$ cat src/rtl/fifo_uart_pkg.sv
// rtl/fifo_uart_pkg.sv - shared FSM state and parity encodings for the FIFO-fed UART transmitter
package fifo_uart_pkg;

  localparam logic [2:0] ST_IDLE       = 3'd0;
  localparam logic [2:0] ST_START      = 3'd1;
  localparam logic [2:0] ST_DATA       = 3'd2;
  localparam logic [2:0] ST_PARITY_BIT = 3'd3;
  localparam logic [2:0] ST_STOP       = 3'd4;

  localparam int PARITY_NONE = 0;
  localparam int PARITY_EVEN = 1;
  localparam int PARITY_ODD  = 2;

endpackage

$ cat src/rtl/uart_baud_cnt.sv
// rtl/uart_baud_cnt.sv - per-bit cycle counter; flags the final cycle of each serial bit
module uart_baud_cnt #(
  parameter int CLKS_PER_BIT = 434
) (
  input  logic i_clk,
  input  logic i_rst_n,
  input  logic i_clear,
  output logic o_bit_last
);

  localparam int CW = (CLKS_PER_BIT > 2) ? $clog2(CLKS_PER_BIT) : 1;
  localparam logic [CW-1:0] LAST_CNT = CW'(CLKS_PER_BIT - 1);

  logic [CW-1:0] r_cnt;

  assign o_bit_last = (r_cnt == LAST_CNT);

  // Wrapping on bit_last lets consecutive bits in the same state share one counter.
  always_ff @(posedge i_clk) begin
    if (!i_rst_n) begin
      r_cnt <= '0;
    end else if (i_clear || o_bit_last) begin
      r_cnt <= '0;
    end else begin
      r_cnt <= r_cnt + 1'b1;
    end
  end

endmodule

$ cat src/rtl/fifo_uart_tx.sv
// rtl/fifo_uart_tx.sv - pops bytes from the async FIFO read port and sends them as UART frames
module fifo_uart_tx
  import fifo_uart_pkg::*;
#(
  parameter int DSIZE        = 8,
  parameter int CLKS_PER_BIT = 434,
  parameter int PARITY       = 0
) (
  input  logic             rclk,
  input  logic             rrst_n,
  input  logic             tx_en,
  input  logic [DSIZE-1:0] rdata,
  input  logic             rempty,
  output logic             rinc,
  output logic             tx,
  output logic             busy,
  output logic             tx_done
);

  localparam int BW = (DSIZE > 1) ? $clog2(DSIZE) : 1;
  localparam logic [BW-1:0] LAST_BIT = BW'(DSIZE - 1);

  logic [2:0]       r_state;
  logic [DSIZE-1:0] r_shreg;
  logic [BW-1:0]    r_bit_idx;
  logic             r_par;
  logic             r_tx;
  logic             r_busy;
  logic             r_tx_done;

  logic [2:0]       w_state_next;
  logic [DSIZE-1:0] w_shreg_next;
  logic             w_tx_next;
  logic             w_bit_last;
  logic             w_last_data;
  logic             w_pop;
  logic             w_clear;

  assign w_pop = rrst_n & tx_en & ~rempty &
                 ((r_state == ST_IDLE) | ((r_state == ST_STOP) & w_bit_last));
  assign w_last_data = (r_bit_idx == LAST_BIT);
  assign w_clear     = w_pop | (w_state_next != r_state);

  assign rinc    = w_pop;
  assign tx      = r_tx;
  assign busy    = r_busy;
  assign tx_done = r_tx_done;

  uart_baud_cnt #(
    .CLKS_PER_BIT(CLKS_PER_BIT)
  ) u_baud (
    .i_clk     (rclk),
    .i_rst_n   (rrst_n),
    .i_clear   (w_clear),
    .o_bit_last(w_bit_last)
  );

  always_comb begin
    w_state_next = r_state;
    w_shreg_next = r_shreg;
    case (r_state)
      ST_IDLE:       if (w_pop) w_state_next = ST_START;
      ST_START:      if (w_bit_last) w_state_next = ST_DATA;
      ST_DATA: begin
        if (w_bit_last) begin
          w_shreg_next = r_shreg >> 1;
          if (w_last_data) begin
            w_state_next = (PARITY != PARITY_NONE) ? ST_PARITY_BIT : ST_STOP;
          end
        end
      end
      ST_PARITY_BIT: if (w_bit_last) w_state_next = ST_STOP;
      ST_STOP:       if (w_bit_last) w_state_next = w_pop ? ST_START : ST_IDLE;
      default:       w_state_next = ST_IDLE;
    endcase
    if (w_pop) begin
      w_shreg_next = rdata;
    end
  end

  // The line level is registered from the next state so tx changes on the same edge as the FSM.
  always_comb begin
    w_tx_next = 1'b1;
    case (w_state_next)
      ST_START:      w_tx_next = 1'b0;
      ST_DATA:       w_tx_next = w_shreg_next[0];
      ST_PARITY_BIT: w_tx_next = r_par;
      default:       w_tx_next = 1'b1;
    endcase
  end

  always_ff @(posedge rclk) begin
    if (!rrst_n) begin
      r_state   <= ST_IDLE;
      r_shreg   <= '0;
      r_bit_idx <= '0;
      r_par     <= 1'b0;
      r_tx      <= 1'b1;
      r_busy    <= 1'b0;
      r_tx_done <= 1'b0;
    end else begin
      r_state   <= w_state_next;
      r_shreg   <= w_shreg_next;
      r_tx      <= w_tx_next;
      r_busy    <= (w_state_next != ST_IDLE);
      r_tx_done <= (r_state == ST_STOP) & w_bit_last;
      if (w_pop) begin
        r_par     <= (^rdata) ^ (PARITY == PARITY_ODD);
        r_bit_idx <= '0;
      end else if ((r_state == ST_DATA) && w_bit_last) begin
        r_bit_idx <= w_last_data ? '0 : r_bit_idx + 1'b1;
      end
    end
  end

endmodule

$ cat config.mk
export PLATFORM = sky130hd
export DESIGN_NAME = fifo_uart_tx
export DESIGN_NICKNAME = d
export VERILOG_FILES = /design/src/rtl/fifo_uart_pkg.sv /design/src/rtl/uart_baud_cnt.sv /design/src/rtl/fifo_uart_tx.sv
export SDC_FILE = /design/constraint.sdc
export NUM_CORES = 1
export LEC_CHECK = 0
export ABC_AREA = 1
export BUFFER_PORTS_ARGS = -buffer_cell sky130_fd_sc_hd__buf_2
export CAP_MARGIN = 20
export CELL_PAD_IN_SITES_DETAIL_PLACEMENT = 0
export CELL_PAD_IN_SITES_GLOBAL_PLACEMENT = 2
export CORE_ASPECT_RATIO = 2
export CORE_MARGIN = 5
export CORE_UTILIZATION = 33
export CTS_BUF_LIST = sky130_fd_sc_hd__clkbuf_16
export CTS_CLUSTER_DIAMETER = 30
export DETAILED_ROUTE_END_ITERATION = 10
export HOLD_SLACK_MARGIN = 0.02
export PLACE_DENSITY = 0.87
export SLEW_MARGIN = 40
export SYNTH_ARGS = -nofsm -noshare
export SYNTH_HDL_FRONTEND = slang
export SYNTH_SLANG_ARGS = --single-unit
$ cat constraint.sdc
create_clock -name rclk -period 1.6 [get_ports rclk]
set_input_delay 0.32 -clock rclk [delete_from_list [all_inputs] [get_ports rclk]]
set_output_delay 0.32 -clock rclk [all_outputs]
set_load 0.02 [all_outputs]
# After elaboration in Yosys (flattened, before gate mapping)
# Index checks and enable logic that the tools add are counted.
[totals] reg_bits=27 latchBits=0 mem_bits_rw=0 mem_bits_ro=0 input_bits=12 out_inout_bits=4 memories=0
[classes] add_sub_neg=2 mul=0 n_div=0 n_lt_le_gt_ge=0 n_eq_ne=10 shift=0 n_mux=13 bitwise=8 reduce_logical=10
[ops] op="8-bit two-way mux" n=3
[ops] op="3-bit two-way mux" n=7
[ops] op="3-bit case mux with 5 select lines" n=1
[ops] op="3-bit by 2-bit == test with 1-bit output, second input constant" n=4
[ops] op="9-bit by 1-bit adder with 9-bit output, second input constant" n=1
[ops] op="9-bit == test, second input constant" n=1
[ops] op="8-bit parity" n=1
[ops] op="3-bit by 1-bit == test with 1-bit output, second input constant" n=2
[ops] op="3-bit == test, second input constant" n=2
[ops] op="1-bit AND" n=4
[ops] op="2-bit nonzero test" n=2
[ops] op="2-bit OR reduction" n=2
[ops] op="3-bit by 1-bit adder with 3-bit output, second input constant" n=1
[ops] op="3-bit zero test" n=1
[ops] op="3-bit inequality test" n=1
[ops] op="1-bit case mux with 3 select lines" n=1
[ops] op="3-bit nonzero test" n=1
[ops] op="1-bit inverter" n=2
[ops] op="1-bit bitwise OR" n=2
[ops] op="2-bit AND reduction" n=1
[ops] op="1-bit logical AND" n=1
[ops] op="1-bit logical OR" n=1
[ops] op="1-bit two-way mux" n=1

# Logic depth before layout (Yosys ltp)
[logic_depth] depth_word=11 ltp_mapped=12 mapped_depth_nobuf=12

# Hierarchy
# From an unflattened synthesis, not the netlist that was laid out.
[unflattened] cells_unflattened=239 area_unflattened_um2=1556.5
[modules_own_cells] mod="fifo_uart_tx" instances=1 cells_each=174 area_per_inst_um2=1066.0 seq_area_each_um2=360.3
[modules_own_cells] mod="uart_baud_cnt" instances=1 cells_each=65 area_per_inst_um2=490.5 seq_area_each_um2=180.2

# Least setup slack after synthesis
# OpenSTA, ideal clock, no wires.
[synth_timing] path_type="reg-to-output" startpoint="register u_baud.r_cnt[0]" endpoint="output rinc" arrival_time_ps=1128 path_slack_ps=152 path_stages_with_launch=8 path_buffers=0 cell_sequence="dfxtp_1 -> ha_1 -> nand2_1 -> nor2_2 -> nand3_2 -> nand2_4 -> nand2_4 -> inv_1"
[synth_between] elab_chain_cells=4
[synth_rtl] item="from (decl)" line_no="uart_baud_cnt.sv:14" text="logic [CW-1:0] r_cnt;"
[synth_rtl] item="from (signal assigned)" line_no="uart_baud_cnt.sv:25" text="r_cnt <= r_cnt + 1'b1;"
[synth_rtl] item="9-bit == test" line_no="uart_baud_cnt.sv:16" text="assign o_bit_last = (r_cnt == LAST_CNT);"
[synth_rtl] item="1-bit AND" line_no="fifo_uart_tx.sv:40" text="((r_state == ST_IDLE) | ((r_state == ST_STOP) & w_bit_last));"
[synth_rtl] item="1-bit bitwise OR" line_no="fifo_uart_tx.sv:40"
[synth_rtl] item="1-bit AND" line_no="fifo_uart_tx.sv:39" text="assign w_pop = rrst_n & tx_en & ~rempty &"
[synth_rtl] item="to (decl)" line_no="fifo_uart_tx.sv:14" text="output logic rinc,"
# Every way passes these cells.

# Final worst setup path
[layout_timing] startpoint="register u_baud.r_cnt[1]" endpoint="output rinc"
# The elaborated chain is that of the path after synthesis.

==> run metrics <==
library cells used by synthesis 24; CP arrival between 1000 and 1500 ps; area leader, netlist dfxtp_1; syn nets 217; Die Y 104 um; Slew headroom 0.773; share of the synthesized area in the top cell type 0.368; Initial Utilization 0.339; final worst slack -32.4 ps; Synth area leaders dfxtp_1 37%, nand2_1 13%, nand3_1 6.8%; Rows 34; Worst Hold Depth 3; routed len/inst 11.7 um; GRT Residual Overflow 0; DRT Pass-1 Iters 4; Worst Path Required about 1300 ps; port bufs 15; Max Slew Vio Count 0; Final #Nets approximately 260; mapped cell area 1470 um2; routability cong. 0.785; Crit. End Element output port; worst min-delay path class primary input to flip-flop; most frequent cells in the layout 46 x nand2_1, 22 x dfxtp_1, 20 x buf_4; initial antenna violation count 0; clk_lat worst skew 260 ps; H-tree levels 1; via/cell ratio 4.65; Gate Count Post-Synth 201; reg2reg path depth 11; Avg Synthesized Cell Area 7.31 um2; commonest non-fill, non-tap cell in the layout nand2_1; Worst Hold Path EP r_shreg[7]$_SDFFE_PN0P_; post-layout min period 1630 ps; final WL 3440 um; Post-Route Utilization 0.440; DP HPWL approximately 2800 um; Synth async-reset ratio 0; R2R Setup Slk ~100 ps; initial DRC count 9; RSZ-0062 raised after global routing true; core area 4340 um2; sequential area share after synthesis 0.368; peak supply drop approximately 0.45 mV; # setup viols final 1; global-route wire length before repair 6110 um; Clock Sinks 27; CTS max path bufs 2; PwrDens 752 nW/um2; root buffer cell clkbuf_16; Num CTS Buffers 3; Post-synth EDFFs 0; ANT nets after route 0; Seq cells post-synth 27; share of cells above drive strength 1 0.338; RR Startpoint u_baud.r_cnt[1]$_SDFF_PP0_; FF-to-FF End r_bit_idx[0]$_SDFFE_PP0P_; Hold Violations, Final 0; CTS tree done; hold buffers post-CTS 0; DP Worst Slack 53.7 ps; startpoint types flip-flop; CP Class flip-flop to output port; actual slew at the worst max-slew pin ~340 ps; Tot Pwr 1.44 mW; vias in the first global route 1463; Leak 0.864 nW; synth warn 0; MaxCap Viol Count 0; HP Start rdata[7]; Fin Setup TNS -32.4 ps; via count 1367; fmax 0.613 GHz; Clock transition at path regs 60 ps; failing checks negative setup slack; area grow syn2layout 30.1%; Top FF cell, synth dfxtp_1; Chip Width 57.2 um; Post-route DRC 0; final setup skew ~1.8 ps; Period Utilization, post-route 1.02; WHS 327 ps; largest net degree at the start of global routing 16; I/O pin cnt 16; full die area 5970 um2; CP Max Fanout 3; Inserted Diodes 0; GR Util All Layers 0.128; status finished, violations left
==> cell usage after synthesis (all sizes together), types with 3 or more instances <==
cell    n
nor2   19
inv    25
buf     3
nand2  54
dfxtp  27
o21ai   4
ha      4
xnor2   7
nor3   11
a21oi  11
nand3  22
xor2    8
==> state kept, by name, indices dropped and copies added, names as in the netlist <==
| register | cells |
|---|---|
| busy | 1 |
| r_shreg | 8 |
| r_bit_idx | 3 |
| tx | 1 |
| u_baud.r_cnt | 9 |
| tx_done | 1 |
| r_par | 1 |
| r_state | 3 |
==> power by group <==
group          switching (mW)  total, mW  leakage [nW]  internal, mW
Clock                   0.225      0.562        0.0409         0.337
Sequential             0.0120      0.704         0.221         0.692
Combinational          0.0946      0.171         0.602        0.0769
==> through the flow <==
| stage | cell area (um2) | cells |
|---|---|---|
| floorplan | 1470 | 201 |
| global placement | 1690 | 281 |
| detailed placement | 1690 | 281 |
| CTS | 1810 | 287 |
| global route | 1910 | 294 |
| finish | 1910 | 294 |
==> cell type report <==
type / instances / area [um2]
tap: 54 / 67.6
timing repair buffer: 37 / 254
clock inverter: 1 / 5.00
sequential: 27 / 547
fill: 480 / 2430
inverter: 26 / 103
multi-input combinational: 145 / 855
clock buffer: 3 / 75.1
timing repair inverter: 1 / 5.00
==> layer usage <==
layer  track usage  part of all wire
met1         0.117              0.33
met2         0.260              0.62
met3        0.0161             0.027
met4        0.0564             0.016
met5             0                 0
==> worst max path at each step <==
stage | slack, ps | from | cells after the start | to
floorplan | 150 | u_baud.r_cnt[0]$_SDFF_PP0_ | 7 | rinc
global placement | 90 | u_baud.r_cnt[1]$_SDFF_PP0_ | 10 | tx$_SDFF_PN1_
detailed placement | 50 | u_baud.r_cnt[1]$_SDFF_PP0_ | 11 | r_bit_idx[0]$_SDFFE_PP0P_
CTS | -100 | u_baud.r_cnt[1]$_SDFF_PP0_ | 9 | rinc
global route | -110 | u_baud.r_cnt[1]$_SDFF_PP0_ | 9 | rinc
finish | -30 | u_baud.r_cnt[1]$_SDFF_PP0_ | 9 | rinc
==> worst max-delay path: stages, from the launching register on <==
cell and delay (ps):
dfxtp_2 330, inv_2 60, ha_4 130, nand2_2 50
nor2_4 90, nand3_2 100, nand2_4 90, nand2_4 50
inv_2 60, buf_6 110
==> what timing repair did <==
action,CTS,global route
setup buffers,2,6
resized for setup,9,22
pin swaps,3,10
setup endpoints to repair,1,15
endpoints found under the hold margin,0,0
cloned,0,1
==> cells by family after synthesis <==
logic type      count (synthesis)  share of synthesized area
compound gates                 16                     0.0596
xor+xnor                       15                     0.0894
fa+ha+maj                       4                     0.0341
buf+inv                        29                     0.0886
flops                          27                      0.368
simple gates                  110                      0.360
Note: power is estimated with default switching activity, not from simulation.
